<file path="src/rtl/status_pcr_unit_if.sv">
// status_pcr_unit_if: software read/write port of the status PCR block
interface status_pcr_unit_if #(parameter int DATA_W = 32);
  logic              io_wen;
  logic [1:0]        io_waddr;
  logic [DATA_W-1:0] io_wdata;
  logic [1:0]        io_raddr;
  logic [DATA_W-1:0] io_rdata;
  modport master(output io_wen, io_waddr, io_wdata, io_raddr, input io_rdata);
  modport slave(input io_wen, io_waddr, io_wdata, io_raddr, output io_rdata);
endinterface

</file>
<file path="src/rtl/status_pcr_unit.sv">
// status_pcr_unit: machine status word, interrupt pending/mask and count/compare timer (timer present only with STATUS_PCR_TIMER_EN)
module status_pcr_unit #(
  parameter int IM_W    = 8,
  parameter int DATA_W  = 32,
  parameter int TIMER_W = 32
) (
  input  logic            clk,
  input  logic            reset,
  status_pcr_unit_if.slave bus,
  input  logic            io_exception,
  input  logic            io_eret,
  input  logic [IM_W-1:0] io_irq,
  output logic [IM_W-1:0] io_status_im,
  output logic            io_status_s,
  output logic            io_status_ps,
  output logic            io_status_et,
  output logic            io_status_ef,
  output logic            io_status_ev,
  output logic            io_status_ec,
  output logic            io_status_vm,
  output logic            io_status_s64,
  output logic            io_status_u64,
  output logic            io_irq_req
);
  localparam int ET = 0;
  localparam int PS = 4;
  localparam int S  = 5;
  logic [8:0]        r_st;
  logic [IM_W-1:0]   r_im;
  logic [IM_W-1:0]   r_ip;
  logic              r_irq_req;
  logic              w_st_wr;
  logic              w_clr_wr;
  logic              w_match;
  logic              w_cmp_clr;
  logic [IM_W-1:0]   w_set;
  logic [IM_W-1:0]   w_clr;
  logic [DATA_W-1:0] w_status_word;
  logic [DATA_W-1:0] w_ip_word;
  logic [DATA_W-1:0] w_count_word;
  logic [DATA_W-1:0] w_cmp_word;
  assign w_st_wr  = bus.io_wen && bus.io_waddr == 2'd0;
  assign w_clr_wr = bus.io_wen && bus.io_waddr == 2'd3;
`ifdef STATUS_PCR_TIMER_EN
  logic [TIMER_W-1:0] r_count;
  logic [TIMER_W-1:0] r_compare;
  logic               w_cnt_wr;
  logic               w_cmp_wr;
  assign w_cnt_wr  = bus.io_wen && bus.io_waddr == 2'd1;
  assign w_cmp_wr  = bus.io_wen && bus.io_waddr == 2'd2;
  assign w_match   = r_count == r_compare;
  assign w_cmp_clr = w_cmp_wr;
  // free-running counter with software load; compare holds until rewritten
  always_ff @(posedge clk or posedge reset)
    if (reset) begin
      r_count   <= '0;
      r_compare <= '1;
    end else begin
      r_count <= w_cnt_wr ? bus.io_wdata[TIMER_W-1:0] : r_count + TIMER_W'(1);
      if (w_cmp_wr) r_compare <= bus.io_wdata[TIMER_W-1:0];
    end
  // zero-extend timer registers onto the read bus
  always_comb begin
    w_count_word = '0;
    w_cmp_word   = '0;
    w_count_word[TIMER_W-1:0] = r_count;
    w_cmp_word[TIMER_W-1:0]   = r_compare;
  end
`else
  assign w_match      = 1'b0;
  assign w_cmp_clr    = 1'b0;
  assign w_count_word = '0;
  assign w_cmp_word   = '0;
`endif
  // exception beats eret beats a software status write; the losers are dropped whole
  always_ff @(posedge clk or posedge reset)
    if (reset) begin
      r_st <= 9'h020;
      r_im <= '0;
    end else if (io_exception) begin
      r_st[PS] <= r_st[S];
      r_st[S]  <= 1'b1;
      r_st[ET] <= 1'b0;
    end else if (io_eret) begin
      r_st[S]  <= r_st[PS];
      r_st[ET] <= 1'b1;
    end else if (w_st_wr) begin
      r_st <= bus.io_wdata[8:0];
      r_im <= bus.io_wdata[16 +: IM_W];
    end
  // pending sets/clears; a compare write suppresses the timer match, any set beats a clear
  always_comb begin
    w_set = io_irq;
    w_set[IM_W-1] = io_irq[IM_W-1] | (w_match & ~w_cmp_clr);
    w_clr = w_clr_wr ? bus.io_wdata[IM_W-1:0] : '0;
    w_clr[IM_W-1] = w_clr[IM_W-1] | w_cmp_clr;
  end
  // pending bits and the registered interrupt request from pre-edge state
  always_ff @(posedge clk or posedge reset)
    if (reset) begin
      r_ip      <= '0;
      r_irq_req <= 1'b0;
    end else begin
      r_ip      <= (r_ip & ~w_clr) | w_set;
      r_irq_req <= r_st[ET] & |(r_ip & r_im);
    end
  // assemble status and pending words with unused bits forced to zero
  always_comb begin
    w_status_word = '0;
    w_status_word[8:0] = r_st;
    w_status_word[16 +: IM_W] = r_im;
    w_ip_word = '0;
    w_ip_word[IM_W-1:0] = r_ip;
  end
  assign bus.io_rdata = bus.io_raddr == 2'd0 ? w_status_word :
                        bus.io_raddr == 2'd1 ? w_count_word :
                        bus.io_raddr == 2'd2 ? w_cmp_word : w_ip_word;
  assign io_status_et  = r_st[0];
  assign io_status_ef  = r_st[1];
  assign io_status_ev  = r_st[2];
  assign io_status_ec  = r_st[3];
  assign io_status_ps  = r_st[4];
  assign io_status_s   = r_st[5];
  assign io_status_u64 = r_st[6];
  assign io_status_s64 = r_st[7];
  assign io_status_vm  = r_st[8];
  assign io_status_im  = r_im;
  assign io_irq_req    = r_irq_req;
endmodule

</file>
<file path="src/flat_wrapper.sv">
// flat-port wrapper written by rule: the top's interface ports become plain ports
module status_pcr_unit_flat 
#(
  parameter int IM_W    = 8,
  parameter int DATA_W  = 32,
  parameter int TIMER_W = 32
)
  (clk, reset, io_exception, io_eret, io_irq, io_status_im, io_status_s, io_status_ps, io_status_et, io_status_ef, io_status_ev, io_status_ec, io_status_vm, io_status_s64, io_status_u64, io_irq_req, bus_io_wen, bus_io_waddr, bus_io_wdata, bus_io_raddr, bus_io_rdata);
  status_pcr_unit_if #(.DATA_W(DATA_W)) bus_i ();
  input  logic clk;
  input  logic reset;
  input  logic io_exception;
  input  logic io_eret;
  input  logic [IM_W-1:0] io_irq;
  output logic [IM_W-1:0] io_status_im;
  output logic io_status_s;
  output logic io_status_ps;
  output logic io_status_et;
  output logic io_status_ef;
  output logic io_status_ev;
  output logic io_status_ec;
  output logic io_status_vm;
  output logic io_status_s64;
  output logic io_status_u64;
  output logic io_irq_req;
  input wire logic [$bits(bus_i.io_wen)-1:0] bus_io_wen;
  input wire logic [$bits(bus_i.io_waddr)-1:0] bus_io_waddr;
  input wire logic [$bits(bus_i.io_wdata)-1:0] bus_io_wdata;
  input wire logic [$bits(bus_i.io_raddr)-1:0] bus_io_raddr;
  output wire logic [$bits(bus_i.io_rdata)-1:0] bus_io_rdata;
  assign bus_i.io_wen = bus_io_wen;
  assign bus_i.io_waddr = bus_io_waddr;
  assign bus_i.io_wdata = bus_io_wdata;
  assign bus_i.io_raddr = bus_io_raddr;
  assign bus_io_rdata = bus_i.io_rdata;
  status_pcr_unit #(.IM_W(IM_W), .DATA_W(DATA_W), .TIMER_W(TIMER_W)) u_core (.clk(clk), .reset(reset), .bus(bus_i), .io_exception(io_exception), .io_eret(io_eret), .io_irq(io_irq), .io_status_im(io_status_im), .io_status_s(io_status_s), .io_status_ps(io_status_ps), .io_status_et(io_status_et), .io_status_ef(io_status_ef), .io_status_ev(io_status_ev), .io_status_ec(io_status_ec), .io_status_vm(io_status_vm), .io_status_s64(io_status_s64), .io_status_u64(io_status_u64), .io_irq_req(io_irq_req));
endmodule
</file>
<file path="config.mk">
export PLATFORM = sky130hd
export DESIGN_NAME = status_pcr_unit_flat
export DESIGN_NICKNAME = d
export VERILOG_FILES = /design/src/rtl/status_pcr_unit_if.sv /design/src/rtl/status_pcr_unit.sv /design/src/flat_wrapper.sv
export SDC_FILE = /design/constraint.sdc
export NUM_CORES = 1
export LEC_CHECK = 0
export BUFFER_PORTS_ARGS = -buffer_cell sky130_fd_sc_hd__buf_2
export CAP_MARGIN = 40
export CELL_PAD_IN_SITES_DETAIL_PLACEMENT = 1
export CELL_PAD_IN_SITES_GLOBAL_PLACEMENT = 1
export CORE_MARGIN = 4
export CORE_UTILIZATION = 30
export CTS_CLUSTER_SIZE = 14
export DETAILED_ROUTE_END_ITERATION = 6
export MAX_ROUTING_LAYER = met4
export PLACE_DENSITY = 0.81
export SLEW_MARGIN = 20
export SYNTH_ARGS = -nofsm -noshare
export SYNTH_HDL_FRONTEND = slang
export SYNTH_SLANG_ARGS = --single-unit
</file>
<file path="constraint.sdc">
create_clock -name clk -period 1.85 [get_ports clk]
set_input_delay 0 -clock clk [delete_from_list [all_inputs] [get_ports clk]]
set_output_delay 0 -clock clk [all_outputs]
set_load 0.02 [all_outputs]
</file>
==> metrics.cfg, run 1 <==
[grt]
gr-usage-all-layers = 0.175
grt_max_degree = 18
overflow = 0
antenna_found_initial = 0
grt_pass1_wl_um = 7080
grt_pass1_vias = 1376

[clock_network]
numCtsBuffers = 3
cts_hold_buffers = 23
cts_tree = done
clock_path_buffers = 2
cts-resized-gates = 0
htreeDepth = 1
clkTransAtPathRegs_ns = 0.09
postCtsSetupRepairBufs = 0
root_buffer = clkbuf_8
insertion_delay_ns = 0.27
clock_sinks = 26

[logic_synthesis]
synth_common_cells = dfrtp_1 (25), buf_4 (15), mux2_2 (14)
synth_most_common_cell = dfrtp_1
synth.avg_cell_area_um2 = 11.4
synth_ff_type = dfrtp_1
synth-edff-count = 0
yosys-top-cells-area = dfrtp_1 (47%), mux2_2 (12%), buf_4 (8.5%)
netlist.area_leader.share = 0.472
ys_async_sr_fraction = 1.00
synth_area_leader_cell = dfrtp_1
synth_cells = 116
ys_ff_latch = 26
yosysSeqAreaShare = 0.492
syn_area_um2 = 1330
ys_warn_count = 0
yosysUniqueCellTypes = 25

[worst_setup_path]
worstPathRequired_ns = 1.85
cp-end-kind = output port
crit_fanout = 4
start_kind = flop
critical_path_arrival_ns = 1.14
crit_type = flop to output port

[floorplanning]
die_area_um2 = 5550
rows = 23
die_w_um = 74.5
core_area_um2 = 4140
start_util = 0.320
ioPinCount = 99
chipHeight_um = 74.5

[placed_design]
portBuffers = 68
dpl_worst_slack_ns = 0.429
place_congestion = 0.716
hpwlAfterDp_um = 3040

[routing]
drt_iter0_drc = 29
wl_um = 4430
avgViaCountPerCell = 4.78
drc_errors = 0
vias = 1243
firstDrtPassIters = 4
detail-route-antenna-nets = 0
avgRoutedWirePerCell_um = 17.0

[run_status]
outcome = finished, final reports clean

[timing]
timing.fmax_mhz = 881
setup_violations = 0
maxSlewHeadroom = 0.573
maxSlewViolCount = 0
hold_ws_ns = 0.0166
fin_skew_ns = 0.00205
finalCriticalPeriod_ns = 1.14
tightestPinTransition_ns = 0.640
finalCritPeriodShare = 0.614
fin_ws_ns = 0.714
tns_ns = 0
grt_setup_unrepaired = no
hold_viol = 0

[cells_and_area]
areaGrowthSynthToFinish_pct = 49.2
antenna_cells = 0
final_net_count = 260
drive_gt1_frac = 0.448
nFillCells = 484
regArea_um2 = 652
multi_input_area_um2 = 584

[power]
p_comb_frac = 0.315
p_per_area_nw_per_um2 = 889
swShare = 0.330
clkPwrFrac = 0.266
p_leak_nw = 0.980
peakVddDrop_uv = 635
fin_total_pwr_mw = 1.76
pwr-share-seq = 0.419
p_int_mw = 1.18
switchingPower_mw = 0.580

[hold_path]
hold_path_class = primary input to flop

[run]
cap_violations = 0

-- layer usage --
metal  vias up  track usage  part of all wire
li1        570            -                 -
met3         9       0.0203             0.057
met4         0       0.0375             0.014
met2        60        0.314              0.54
met1       604        0.208              0.39
met5         -            -                 0
-- through the flow --
stage           util  instances  area, µm²
3_3_place_gp   0.405        233       1680
6_report       0.477        260       1980
2_1_floorplan      -        130       1380
5_1_grt        0.477        260       1980
3_5_place_dp   0.405        233       1680
4_1_cts        0.477        260       1980
-- kinds of logic after synthesis --
family,after synthesis,synth area share
compound gates,24,0.142
flops,26,0.492
buf+inv,21,0.108
mux,15,0.126
other cells,1,0.00283
simple gates,29,0.129
-- power groups by stage --
| stage | Combinational (mW) | Clock, mW | Sequential (mW) |
|---|---|---|---|
| 2_1_floorplan | 0.243 | 0 | 0.827 |
| 3_3_place_gp | 0.499 | 0 | 0.740 |
| 3_5_place_dp | 0.511 | 0 | 0.743 |
| 4_1_cts | 0.551 | 0.471 | 0.732 |
| 5_1_grt | 0.598 | 0.485 | 0.751 |
| 6_report | 0.554 | 0.468 | 0.737 |
-- cells in the final DEF, fill, tap and decap left out, types with 2 or more instances in the layout --
| cell type | n |
|---|---|
| a211oi_1 | 2 |
| a21o_1 | 8 |
| a22o_1 | 8 |
| a22oi_1 | 4 |
| and2_1 | 10 |
| buf_2 | 68 |
| buf_4 | 4 |
| clkbuf_8 | 3 |
| conb_1 | 15 |
| dfrtp_1 | 25 |
| dlygate4sd3_1 | 23 |
| inv_1 | 2 |
| mux2_2 | 14 |
| nand2_1 | 9 |
| nor2_1 | 2 |
| nor3_1 | 2 |
-- final cells by class --
cell class,count,share of cell area
clock buffers,3,0.0209
repair buffers,95,0.304
clock inverters,1,0.0152
multi-input cells,83,0.295
inverters,2,0.00380
well taps,50,0.0316
flip-flops and latches,26,0.330
-- path summary, 6_finish.rpt --
check | slack [ns] | cells past startpoint | end | start
max in group asynchronous | 0.86 | 4 | u_core.r_st[5]$_DFFE_PP1P_ | reset
worst min-delay path | 0.02 | 3 | u_core.r_ip[0]$_DFF_PP0_ | bus_io_wdata[0]
min in group asynchronous | 0.37 | 3 | u_core.r_st[6]$_DFFE_PP0P_ | reset
worst max-delay path | 0.71 | 2 | bus_io_rdata[5] | u_core.r_st[5]$_DFFE_PP1P_
worst max register to register | 0.89 | 2 | u_core.r_st[5]$_DFFE_PP1P_ | u_core.r_st[5]$_DFFE_PP1P_
worst min register to register | 0.52 | 1 | u_core.r_ip[5]$_DFF_PP0_ | u_core.r_ip[5]$_DFF_PP0_
-- critical path: stages (launching register included) --
cell and delay [ns]:
dfstp_2 0.56, a22o_1 0.14, buf_2 0.16
-- flip-flops by register name, summed over array words and instances, names as in the netlist --
name                 cells
u_core.r_st              9
u_core.io_status_im      8
u_core.r_ip              8
u_core.io_irq_req        1
(Power assumes the default switching activity.)
==> run 2, diff against run 1 <==
CORE_UTILIZATION = 28   (was 30)
PLACE_DENSITY = 0.76   (was 0.81)
clock period = 1.1 ns   (was 1.85 ns; I/O delays follow)
==> run 2 against run 1 <==
- clock-buffer cell count is 1 higher
- worst setup slack worse by 0.69 ns
- total power is 59% higher
- sequential share of layout area is 0.85 points lower
- worst hold slack worse by 0.0048 ns
- sequential power is 67% higher
- largest cell class is now non-clock buffers
==> metrics.cfg, run 2 (synthesized netlist as in run 1, its figures left out) <==
[placed_design]
portBuffers = 68
dpl_worst_slack_ns = -0.216
hpwlAfterDp_um = 3060
place_congestion = 0.693

[clock_network]
root_buffer = clkbuf_8
htreeDepth = 1
clock_sinks = 26
clkTransAtPathRegs_ns = 0.09
clock_path_buffers = 2
numCtsBuffers = 3
cts_tree = done
insertion_delay_ns = 0.27

[worst_setup_path]
r2r_slack_ns = 0.08
setup.worst_path.start = u_core.r_st[5]$_DFFE_PP1P_
critical_path_arrival_ns = 1.07
slowest_stage = dfstp_2
r2r_cells = 3
start_kind = flop
path_cells = a22o_1, buf_6
worstPathRequired_ns = 1.10
cp-endpoint = bus_io_rdata[5]
cp-end-kind = output port
crit_type = flop to output port
crit_fanout = 2
max_stage_delay_ns = 0.54
reg2reg_from = u_core.r_st[5]$_DFFE_PP1P_
worstReg2RegEnd = u_core.r_st[5]$_DFFE_PP1P_

[floorplanning]
ioPinCount = 99
chipHeight_um = 76.8
core_area_um2 = 4470
rows = 24
start_util = 0.296
die_area_um2 = 5900
die_w_um = 76.8

[grt]
met2_usage = 0.272
grtUsageMet1 = 0.166
overflow = 0
grt_pass1_vias = 1436
antenna_found_initial = 0
grt_max_degree = 27
grt_pass1_wl_um = 6960
top_usage_layer = met2
gr-usage-all-layers = 0.150
met3_usage = 0.0269

[cells_and_area]
areaGrowthSynthToFinish_pct = 53.1
multi_input_area_um2 = 584
largest_reg_flops = 9
final_common_cell = buf_2
final_net_count = 266
regArea_um2 = 652
drive_gt1_frac = 0.463
mostFrequentLayoutCells = buf_2 (67), dfrtp_1 (25), dlygate4sd3_1 (23)
nFillCells = 519
largest-register = u_core.r_st

[timing]
hold_ws_ns = 0.0117
finalCriticalPeriod_ns = 1.07
fin_skew_ns = 0.00413
maxSlewViolCount = 0
fin_ws_ns = 0.0257
grt_setup_unrepaired = yes
timing.fmax_mhz = 931
finalCritPeriodShare = 0.977
setup_violations = 0
hold_viol = 0

[routing]
avgViaCountPerCell = 4.72
drc_errors = 0
wl_um = 4330
vias = 1269
firstDrtPassIters = 4
drt_iter0_drc = 31
avgRoutedWirePerCell_um = 16.1
detail-route-antenna-nets = 0

[run_status]
outcome = finished, final reports clean

[hold_path]
hold_path_class = primary input to flop
hold_depth = 3

[power]
peakVddDrop_uv = 837
p_per_area_nw_per_um2 = 1380
p_leak_nw = 1.01

[run]
cap_violations = 0

[run 2: critical path, delay by kind of cell (launching register included)]
family / cells / cell delay [ns]
flip-flops: 1 / 0.54
AO/OA/AOI/OAI: 1 / 0.15
buffers and inverters: 1 / 0.12
[run 2: power breakdown]
part | total [mW] | switching, mW | internal (mW)
Sequential | 1.23 | 0.130 | 1.10
Clock | 0.611 | 0.292 | 0.320
Combinational | 0.959 | 0.543 | 0.415
[run 2: worst min-delay path by stage]
stage / startpoint / endpoint / slack [ns]
global placement: reset / u_core.r_ip[6]$_DFF_PP0_ / 0.07
CTS: bus_io_wdata[4] / u_core.r_ip[4]$_DFF_PP0_ / 0.01
global route: bus_io_wdata[4] / u_core.r_ip[4]$_DFF_PP0_ / 0.02
finish: bus_io_wdata[4] / u_core.r_ip[4]$_DFF_PP0_ / 0.01
detailed placement: reset / u_core.r_ip[6]$_DFF_PP0_ / 0.07
floorplan: reset / u_core.io_irq_req$_DFF_PP0_ / 0.04
[run 2: cell type report]
type,count,area share
inverters,2,0.00370
repair buffers,101,0.327
clock buffers,4,0.0271
flip-flops and latches,26,0.321
multi-input cells,83,0.288
well taps,52,0.0320
diodes,1,0.00123
[run 2: through the flow]
step / setup TNS [ns] / instances / instance area [µm²] / power (mW) / utilization
after detailed placement: -2.90 / 239 / 1720 / 2.12 / 0.385
after global placement: -2.71 / 239 / 1720 / 2.10 / 0.385
final: 0 / 269 / 2030 / 2.80 / 0.454
after CTS: -0.0172 / 266 / 2010 / 2.80 / 0.450
after global routing: -0.00125 / 268 / 2030 / 2.94 / 0.453
after floorplan: -1.54 / 130 / 1380 / 1.80 / -
[run 2: per-layer routing]
layer,up-vias,wire [µm]
met5,-,0
met4,0,80
met3,9,272
met2,58,2330
met1,621,1650
li1,581,-
[run 2: what timing repair did]
action / in CTS / in global routing
resized for setup: 2 / 0
endpoints found under the hold margin: 47 / 0
hold buffers: 23 / 0
setup endpoints to repair: 1 / 2
buffers inserted: 0 / 2
